==> src/rtl/fifo_pkg.sv <==
// Shared helpers for the parametrised FIFO: pointer increment with explicit
// wrap (no power-of-two assumption) and width helpers for count/pointers.
package fifo_pkg;

  // Advance a pointer by one, wrapping depth-1 -> 0.
  function automatic int unsigned ptr_inc(input int unsigned ptr, input int unsigned depth);
    return (ptr == depth - 1) ? 0 : ptr + 1;
  endfunction

  // Width of an occupancy counter that must hold 0..depth inclusive.
  function automatic int cnt_w(input int depth);
    return $clog2(depth + 1);
  endfunction

  // Width of a pointer addressing 0..depth-1, never less than one bit.
  function automatic int ptr_w(input int depth);
    return (depth > 1) ? $clog2(depth) : 1;
  endfunction

endpackage

==> src/rtl/fifo_mem.sv <==
// Flop-based storage for the FIFO: depth x bits array, one synchronous write
// port and one asynchronous (combinational) read port.
module fifo_mem #(
  parameter int bits   = 32,
  parameter int depth  = 16,
  parameter int addr_w = 4
) (
  input  logic              clk,
  input  logic              we,
  input  logic [addr_w-1:0] waddr,
  input  logic [bits-1:0]   wdata,
  input  logic [addr_w-1:0] raddr,
  output logic [bits-1:0]   rdata
);

  logic [bits-1:0] mem [depth];

  // Write the addressed entry when a push is accepted.
  // NOTE: storage has no reset; validity is tracked by count/pointers, so
  // resetting the array would only cost flops with reset pins for no benefit.
  // NOTE: non-blocking (<=) for every clocked assignment so all flops update
  // together at the edge regardless of statement order.
  always_ff @(posedge clk) begin
    if (we) mem[waddr] <= wdata;
  end

  assign rdata = mem[raddr];

endmodule

==> src/rtl/fifo_param_flags.sv <==
// Parametrised flop-based synchronous FIFO with occupancy count, programmable
// almost-full/almost-empty flags and defined push+pop at every boundary.
// Optional sticky overflow/underflow flags are built when FIFO_ERR_FLAGS_EN
// is defined; otherwise both outputs are tied to 0.
module fifo_param_flags
  import fifo_pkg::*;
#(
  parameter int bits      = 32,
  parameter int depth     = 16,
  parameter int AF_THRESH = 14,
  parameter int AE_THRESH = 2
) (
  input  logic                      clk,
  input  logic                      rst,
  input  logic [bits-1:0]           Din,
  input  logic                      push,
  input  logic                      pop,
  output logic [bits-1:0]           Dout,
  output logic                      full,
  output logic                      pndng,
  output logic [cnt_w(depth)-1:0]   count,
  output logic                      almost_full,
  output logic                      almost_empty,
  output logic                      overflow,
  output logic                      underflow
);

  localparam int CNT_W = cnt_w(depth);
  localparam int PTR_W = ptr_w(depth);

  logic [PTR_W-1:0] wr_ptr, rd_ptr;
  logic [PTR_W-1:0] wr_ptr_inc, rd_ptr_inc;
  logic [CNT_W-1:0] count_next;
  logic [bits-1:0]  rdata;
  logic             push_ok, pop_ok;

  // Flags are pure functions of the registered count.
  assign full         = (count == CNT_W'(depth));
  assign pndng        = (count != '0);
  assign almost_full  = (count >= CNT_W'(AF_THRESH));
  assign almost_empty = (count <= CNT_W'(AE_THRESH));

  // A pop frees a slot, so a push into a full FIFO is fine alongside a pop;
  // a pop on an empty FIFO is always refused, even with a concurrent push.
  assign push_ok = push & (~full | pop);
  assign pop_ok  = pop & pndng;

  assign wr_ptr_inc = PTR_W'(ptr_inc(32'(wr_ptr), depth));
  assign rd_ptr_inc = PTR_W'(ptr_inc(32'(rd_ptr), depth));

  // Next occupancy: +1 on push only, -1 on pop only, unchanged otherwise.
  // NOTE: count_next gets its default first so no path leaves it unassigned,
  // which would otherwise infer a latch.
  always_comb begin
    count_next = count;
    if (push_ok && !pop_ok)      count_next = count + CNT_W'(1);
    else if (!push_ok && pop_ok) count_next = count - CNT_W'(1);
  end

  // Pointer and occupancy registers.
  always_ff @(posedge clk or posedge rst) begin
    if (rst) begin
      wr_ptr <= '0;
      rd_ptr <= '0;
      count  <= '0;
    end else begin
      if (push_ok) wr_ptr <= wr_ptr_inc;
      if (pop_ok)  rd_ptr <= rd_ptr_inc;
      count <= count_next;
    end
  end

  fifo_mem #(
    .bits   (bits),
    .depth  (depth),
    .addr_w (PTR_W)
  ) u_mem (
    .clk   (clk),
    .we    (push_ok),
    .waddr (wr_ptr),
    .wdata (Din),
    .raddr (rd_ptr),
    .rdata (rdata)
  );

  // Show-ahead head; forced to zero when nothing is pending.
  assign Dout = pndng ? rdata : '0;

`ifdef FIFO_ERR_FLAGS_EN
  // Sticky error flags, cleared only by reset.
  always_ff @(posedge clk or posedge rst) begin
    if (rst) begin
      overflow  <= 1'b0;
      underflow <= 1'b0;
    end else begin
      if (push && full && !pop) overflow  <= 1'b1;
      if (pop && !pndng)        underflow <= 1'b1;
    end
  end
`else
  assign overflow  = 1'b0;
  assign underflow = 1'b0;
`endif

endmodule

==> config.mk <==
export PLATFORM = sky130hd
export DESIGN_NAME = fifo_param_flags
export DESIGN_NICKNAME = d
export VERILOG_FILES = /design/src/rtl/fifo_pkg.sv /design/src/rtl/fifo_mem.sv /design/src/rtl/fifo_param_flags.sv
export SDC_FILE = /design/constraint.sdc
export NUM_CORES = 1
export LEC_CHECK = 0
export CAP_MARGIN = 20
export CORE_MARGIN = 1.5
export CORE_UTILIZATION = 35
export CTS_CLUSTER_SIZE = 30
export DETAILED_ROUTE_END_ITERATION = 10
export DONT_BUFFER_PORTS = 1
export GPL_TIMING_DRIVEN = 1
export PLACE_DENSITY = 0.5
export SETUP_SLACK_MARGIN = 0.15
export SKIP_CTS_REPAIR_TIMING = 1
export SLEW_MARGIN = 5
export SYNTH_ARGS = -nofsm -noshare
export SYNTH_HDL_FRONTEND = slang
export SYNTH_SLANG_ARGS = --single-unit
export TNS_END_PERCENT = 50
==> constraint.sdc <==
create_clock -name clk -period 4.5 [get_ports clk]
set_input_delay 1.125 -clock clk [delete_from_list [all_inputs] [get_ports clk]]
set_output_delay 1.125 -clock clk [all_outputs]
set_load 0.1 [all_outputs]
# After elaboration in Yosys (flattened, before gate mapping)
# Memories as Yosys holds them, arrays and structs flattened.
# Cells that the tools add are included.
[totals]
reg_bits = 13
memories = 1
output_inout_bits = 43
elab_cells = 30
mem_bits_rw = 512
inputBits = 36
[op_classes]
mux = 7
reduce_logical = 6
bitwise = 4
eq_ne = 3
add_sub_neg = 4
n_lt_le_gt_ge = 2
[memory_table]
columns = ["name", "depth", "word_bits", "rd", "rd_ports_with_merged_regs", "wr", "line_no", "text"]
rows = [
  ["u_mem.mem", 16, 32, 1, 0, 1, "fifo_mem.sv:16", "logic [bits-1:0] mem [depth];"],
]
[op_table]
columns = ["op", "n"]
rows = [
  ["$mux 32", 1],
  ["$mux 5", 2],
  ["$add 4x1->4 const B", 2],
  ["$eq 4x4->1 const B", 2],
  ["$mux 4", 2],
  ["$add 5x1->5 const B", 1],
  ["$eq 5x5->1 const B", 1],
  ["$ge 5x4->1 const B", 1],
  ["$le 5x2->1 const B", 1],
  ["$reduce_bool 5->1", 1],
  ["$sub 5x1->5 const B", 1],
  ["$and 1x1->1", 2],
  ["$logic_and 1x1->1", 2],
  ["$logic_not 1->1", 2],
  ["$mux 1", 2],
  ["$reduce_bool 2->1", 1],
  ["$not 1->1", 1],
  ["$or 1x1->1", 1],
]

# Logic depth before layout (Yosys ltp)
# Gate-level depths: netlist of run 1.
[depth]
word_depth = 8
depth_mapped = 10
mapped_depth_nobuf = 9

# Modules after synthesis
# From an unflattened synthesis of run 1, not the netlist that was laid out.
[hier_totals]
hier_cells = 917
area_unflattened_um2 = 20312.0
[modules_own_cells]
columns = ["mod", "cells_each", "seq_area_each_um2", "area_per_inst_um2", "n_inst"]
rows = [
  ["fifo_mem", 806, 15374.7, 19213.4, 1],
  ["fifo_param_flags", 111, 325.3, 1098.6, 1],
]

# Worst setup path after synthesis of run 1
# No wires, ideal clock.
[synth_timing]
path_kind = "reg-to-output"
start = "register count[0]"
end = "output port almost_empty"
t_required_ns = 3.375
n_path_buf = 0
stages_incl_launch_ff = 2
setup_slack_ns = -2.272
t_arrival_ns = 5.647
path_cell_list = "dfrtp_1 a2111oi_0"
[synth_via]
elab_chain_len = 1
[synth_rtl]
columns = ["element", "line_no", "text"]
rows = [
  ["start, declared", "fifo_param_flags.sv:21", "output logic [cnt_w(depth)-1:0] count,"],
  ["start signal, assigned", "fifo_param_flags.sv:69", "count <= count_next;"],
  ["$le 5x2->1", "fifo_param_flags.sv:41", "assign almost_empty = (count <= CNT_W'(AE_THRESH));"],
  ["end, declared", "fifo_param_flags.sv:23", "output logic almost_empty,"],
]
# Every way passes these cells.

# Worst setup path in the final report of run 1
[layout_timing]
start = "register rd_ptr[3]"
end = "output port Dout[28]"
[layout_via]
elab_chain_len = 2
[layout_rtl]
columns = ["element", "line_no", "text"]
rows = [
  ["start, declared", "fifo_param_flags.sv:31", "logic [PTR_W-1:0] wr_ptr, rd_ptr;"],
  ["start signal, assigned", "fifo_param_flags.sv:68", "if (pop_ok) rd_ptr <= rd_ptr_inc;"],
  ["$mem_v2 16x32", "-", ""],
  ["$mux 32", "fifo_param_flags.sv:87", "assign Dout = pndng ? rdata : '0;"],
  ["end, declared", "fifo_param_flags.sv:18", "output logic [bits-1:0] Dout,"],
]
# Every way passes these cells.

==> results of run 1 <==
-- flip-flops by register name, summed over array words and instances, names as in the netlist --
signal / flops
u_mem.mem: 512
wr_ptr: 4
count: 5
rd_ptr: 4
-- cell type report --
class                           count  area share
Sequential cell                   525       0.662
Inverter                            7     0.00111
Timing Repair Buffer               84      0.0320
Tap cell                          765      0.0403
Clock buffer                       69      0.0611
Multi-Input combinational cell    376       0.191
Clock inverter                     30      0.0121
-- power breakdown --
group          switching, W  leakage (nW)  internal, W
registers          0.000282          4.78      0.00584
clock network       0.00185         0.843      0.00256
logic               0.00471          1.99      0.00222
total               0.00684          7.61       0.0106
-- worst register-to-register path, cell delays in order (launching register included) --
cell and delay [ps]:
dfrtp_1 380, buf_4 250, or4_4 620, o31a_1 480, ha_1 370, inv_1 150
ha_1 260, nor2b_1 150, o21a_1 190, o211ai_1 170, o311ai_0 140
-- layer usage --
metal,wire length (um),track usage
met1,20800,0.219
met2,23700,0.269
met3,2080,0.0268
met4,852,0.0412
met5,0,0
-- layout by cell type, fill, tap and decap left out, types with 7 or more instances in the layout --
cell and n:
edfxtp_1 512, mux4_2 128, nand3_1 99, buf_4 73
clkbuf_16 56, nand2_1 41, mux2_2 33, and3_2 16
clkbuf_1 13, clkinv_1 12, ha_1 10, dfrtp_1 10
buf_12 10, inv_1 7, o21ai_0 7, clkinv_2 7
-- worst max path at each step --
stage	slack (ps)	endpoint	cells past startpoint	from
after global routing	210	Dout[28]	6	rd_ptr[3]$_DFFE_PP0P_
after global placement	810	Dout[31]	6	rd_ptr[1]$_DFFE_PP0P_
after CTS	140	Dout[31]	6	rd_ptr[1]$_DFFE_PP0P_
final	360	Dout[28]	6	rd_ptr[3]$_DFFE_PP0P_
after floorplan	260	Dout[22]	6	count[4]$_DFFE_PP0P_
after detailed placement	800	Dout[31]	6	rd_ptr[1]$_DFFE_PP0P_
-- logic make-up after synthesis --
kind of cell | Yosys count | share of synthesized area
adders and majority gates | 11 | 0.00707
AOI/OAI and AO/OA | 25 | 0.00781
muxes | 162 | 0.159
DFF | 525 | 0.765
buffers and inverters | 63 | 0.0174
and+or+nand+nor | 171 | 0.0410
xor gates and xnor gates | 5 | 0.00213
other | 1 | 0.000183
-- per-stage QoR --
step                worst slack (ps)  hold WS [ps]   util  instance area (um^2)  power [W]
finish                           359           468  0.410                 23700     0.0175
global route                     215           477  0.410                 23700     0.0182
CTS                              144           466  0.410                 23700     0.0177
detailed placement               799           552  0.380                 22000     0.0133
global placement                 806           528  0.380                 22000     0.0132
floorplan                        264           486      -                 20500     0.0115
==> reports/results.ini, run 1 <==
[layout]
multi_input_area_um2 = 4530
fin_cells = 1856
drive_gt1_frac = 0.317
n_fill_cell = 5088
syn2layout_area_growth_pct = 15.6
regArea_um2 = 15700
antenna_cells = 0
finalNetCount = 1096

[clock_tree]
cts_buffer_depth = 3
clk_pin_slew_worst_paths_ps = 70
cts_tree = built
cts.root.buffer_cell = clkbuf_16
clk_latency_ps = 600
cts_inserted_buffers = 55
cts.sinks = 525
cts_max_level = 2

[timing]
finalCritPeriodShare = 0.920
skew_ps = 24.9
rsz0062_at_grt = no
worst_pin_slew_ps = 1030
slew_violations = 0
max_slew_margin = 0.316
finalHoldViolCount = 0
setup-tns-final_ps = 0
finalSetupViolations = 0
fin_crit_ps = 4140
max_freq_ghz = 0.241

[yosys]
ys_top_cells_by_area = edfxtp_1, mux4_2, nand3_1, mux2_2, dfrtp_1
synth_cell_type_count = 39
yosys.area.top_type = edfxtp_1
ys_seq_elements = 525
netlist_area_um2 = 20500
async_flop_share = 0.0248
post-synth-top-count-cell = edfxtp_1
synth_top_cells_by_count = edfxtp_1, mux4_2, nand3_1
ys_seq_area_frac = 0.765
synth_top_area_share = 0.749
ys.flop_type = edfxtp_1
yosys_warnings = 0
postSynthCellCount = 963
synth_edf_count = 512
syn_avg_cell_area_um2 = 21.3

[worst_hold_path]
hp-class = primary input to asynchronous set/reset pin

[floorplanning]
fp.dieW_um = 245
die_y_um = 245
die-area_um2 = 60100
io_pins = 79
rows = 88
core_area_um2 = 57800
start_util = 0.355

[status]
status = finished clean

[critical_path]
required_ps = 3380
r2r-end = count[4]$_DFFE_PP0P_
timing.rr.start = count[1]$_DFFE_PP0P_
max_stage_delay_ps = 930
critPathArrivalTime_ps = 3020
cp_num_buf_inv = 2
path_class = flop to output pin
cp_max_fo = 47
worst_setup_path_start_kind = flop
cp_slowest_cell = dfrtp_4
worstSetupEndpointType = output pin
crit_top_cell = buf_4
reg2reg_depth = 10
worstPathCellList = buf_4 -> mux4_2 -> mux2_2 -> nand2_1 -> nand3_1 -> buf_4
cp_top_family = flip-flops
rrSetupSlack_ps = 1210

[global_routing]
grt_max_degree = 67
grt_usage = 0.161
antenna_found_initial = 0
grt_pass1_wl_mm = 70.5
grt_pass1_vias = 10400
grt-ovfl-total = 0

[detailed_routing]
vias = 9730
drtPass1Iterations = 4
wl_mm = 47.5
drc = 0
ant_nets = 0
detail_route.vias_per_cell = 5.24
drt_iter0_drc = 607
wl_per_cell_um = 25.6

[placement]
gp_congestion = 0.682
place.port_buffers = 0
dp_cells = 1756
post-dp-hpwl_mm = 26.4

[pwr]
p_per_area_nw_per_um2 = 736
ir_drop_uv = 657
p_leak_nw = 7.61

[run]
maxCapViolCount = 0

(Power assumes the default switching activity.)
==> inputs of run 2 (changes only) <==
--- a/config.mk
+++ b/config.mk
@@ -5,7 +5,6 @@
 export SDC_FILE = /design/constraint.sdc
 export NUM_CORES = 1
 export LEC_CHECK = 0
-export CAP_MARGIN = 20
 export CORE_MARGIN = 1.5
 export CORE_UTILIZATION = 35
 export CTS_CLUSTER_SIZE = 30
==> results of run 2 <==
No change in the layout: final DEF, timing and power equal those of run 1.
==> inputs of run 3 (changes only) <==
--- a/config.mk
+++ b/config.mk
@@ -11,6 +11,7 @@
 export DETAILED_ROUTE_END_ITERATION = 10
 export DONT_BUFFER_PORTS = 1
 export GPL_TIMING_DRIVEN = 1
+export HOLD_SLACK_MARGIN = 0.12
 export PLACE_DENSITY = 0.5
 export SETUP_SLACK_MARGIN = 0.15
 export SKIP_CTS_REPAIR_TIMING = 1
==> results of run 3 <==
No change in the layout: final DEF, timing and power equal those of run 1.
==> patch, RTL diff (flow settings as in run 2) <==
Add a define of `FIFO_ERR_FLAGS_EN`.
--- a/src/rtl/fifo_param_flags.sv
+++ b/src/rtl/fifo_param_flags.sv
@@ -2,6 +2,8 @@
 // almost-full/almost-empty flags and defined push+pop at every boundary.
 // Optional sticky overflow/underflow flags are built when FIFO_ERR_FLAGS_EN
 // is defined; otherwise both outputs are tied to 0.
+`define FIFO_ERR_FLAGS_EN
+
 module fifo_param_flags
   import fifo_pkg::*;
 #(
Formal check against the unedited RTL: not equivalent (a bounded check fails within 4 cycles, from zero or initial values and one cycle with rst high).
==> patch against run 2 <==
- area after synthesis grew 0.32%
- worst setup slack lost 0.015 ns
- sequential cell count grew 2
- cell area grew 0.12%
- total power shrank 0.83%
- cell count shrank 0.27%
- wire length grew 0.56%
- count of clock-buffer cells in the layout shrank 4
- largest cell class unchanged
==> patch: results (changes against run 2) <==
The flow ran to the end, and the final reports show no timing, DRC or antenna violations. The number of buffers inserted during clock tree synthesis was 54 (-1.8%). Clock-pin slew was measured on the worst setup and hold paths at 0.06 ns. Class of the most critical hold timing path: input pin to asynchronous set/reset pin. For the met2 global-route usage, the log shows 27.62% (+0.69 points).

The proportion of register bits with asynchronous set or reset after synthesis is 2.846% (+0.37 points). The logs give 1091 (-0.46%) for the number of nets in the finished design and 2 (unchanged) for the level count of the clock H-tree. Iteration-0 DRC count of the detailed router: 644 (+6.1%).

The count of non-filler cells in the finished layout was 1851 (-0.27%); the multiplexer area fraction after synthesis was 15.86% (-0.050 points). The quantity of I/O buffers inserted on ports is 0 (unchanged). Ranked by instance count, the synthesized netlist is headed by sky130_fd_sc_hd__edfxtp_1 (512), sky130_fd_sc_hd__mux4_2 (128), sky130_fd_sc_hd__nand3_1 (102).

In this run the critical register-to-register path is launched from count[0]. The tools report the leakage power summed over all cells as 7.572 nW (-0.52%). The tools report the total global routing track utilization as 16.17% (+0.043 points). The final weighted congestion in routability-driven placement is 0.7127 (+4.5%). The instance area after placement was 22130 µm² (+0.70%); the fraction of final layout cells with drive strength greater than 1 was 30.76% (-0.96 points). The run gives 10380 (-0.59%) as the via count of the first global-routing pass. The global route total overflow was 0 (unchanged). The logs give 2.750% (+0.071 points) for the global routing met3 resource utilization and 1012 for the post-synthesis net count. The logs give 3 (unchanged) for the worst-case clock buffer depth and 0.01793 ns (-0.006940 ns) for the largest clock skew in the final design. The synthesized area divided by synthesized cell count came out at 21.33 µm² (+0.11%).

The fraction of synthesized cell area in xor and xnor cells was 0.2128% (-0.00067 points). The Yosys warning count is 0 (unchanged), and the part of the Yosys area used for sequential elements is 76.53% (about the same). The run gives 68 (+1.5%) as the pin count of the biggest net entering global routing. The global-route met1 utilization came out at 21.05% (-0.87 points). The post-placement cell count came out at 1752 (-0.23%).

The logs give 26.62 mm (+0.93%) for the estimated wirelength of the detail-placed design and 6.898 mW (+0.83%) for the power dissipated by switching net loads. The worst slack at placement is 0.7611 ns (-0.03757 ns), and the first-pass GRT wire length is 70.61 mm (+0.18%). For the post-route core utilization, the log shows 41.01% (about the same). The post-synthesis share of cell area spent on full adders, half adders and majority gates works out to 0.7052% (-0.0022 points). The tools report the length of the first detailed-routing pass in iterations as 4 (unchanged). Sorting the synthesized cells by area gives the leading types as sky130_fd_sc_hd__edfxtp_1 (75%), sky130_fd_sc_hd__mux4_2 (14%), sky130_fd_sc_hd__nand3_1 (2.5%). Actual slew at the worst max-slew pin: 0.9865 ns (-0.04020 ns). The logs give 40 (+2.6%) for the number of unique standard cell types used by synthesis and 507.0 µV (-23%) for the maximum ir drop on the vdd rail. The number of filler cells placed in the layout was 5144 (+1.1%); the ratio of routed vias to standard cells was 5.208 (-0.66%).

For the post-route DRC violation count, the log shows 0 (unchanged). The complex-gate fraction of the synthesized area was 0.7782% (-0.0025 points). The peak fanout along the critical path was 36 (-23%); the endpoint arrival time on the critical path was 3.03 ns (about the same).

For the routed wire length, the log shows 47.76 mm (+0.56%).
==> patch: critical path: stages, from the launching register on <==
cell and delay (ns):
sky130_fd_sc_hd__dfrtp_4 0.85, sky130_fd_sc_hd__and2_2 0.56, sky130_fd_sc_hd__buf_12 0.27, sky130_fd_sc_hd__nand3_1 0.10, sky130_fd_sc_hd__nand3_1 0.28, sky130_fd_sc_hd__buf_4 0.35
==> patch: per-layer routing <==
layer | part of all wire (%) | routed length, µm | up-vias
met5 | 0 | 0 | -
met4 | 2.5 | 1194 | 0
met3 | 3.8 | 1795 | 73
met2 | 50 | 24120 | 164
met1 | 43 | 20650 | 5239
li1 | - | - | 4164
==> patch: layout make-up <==
| class | count | share of cell area [%] |
|---|---|---|
| Sequential cell | 527 | 66.36 |
| Inverter | 8 | 0.1264 |
| Clock inverter | 33 | 0.8429 |
| Timing Repair Buffer | 77 | 3.593 |
| Multi-Input combinational cell | 376 | 19.14 |
| Clock buffer | 65 | 5.906 |
| Tap cell | 765 | 4.030 |
==> patch: power by group through the flow <==
stage / clock, mW / combinational (mW) / sequential, mW
finish: 4.11 / 6.96 / 6.25
global route: 4.39 / 7.33 / 6.30
floorplan: 0 / 5.29 / 6.30
global placement: 0 / 7.01 / 6.39
CTS: 4.21 / 7.02 / 6.30
detailed placement: 0 / 7.00 / 6.40
==> patch: final timing paths <==
path | slack (ns) | to | depth (start not counted)
min in group clk | 0.61 | u_mem.mem[6][24] | 0
min | 0.49 | rd_ptr[0] | 1
max reg2reg | 1.15 | count[4] | 9
max in group asynchronous | 3.53 | rd_ptr[3] | 1
max | 0.34 | Dout[31] | 5
min reg2reg | 0.63 | wr_ptr[2] | 1
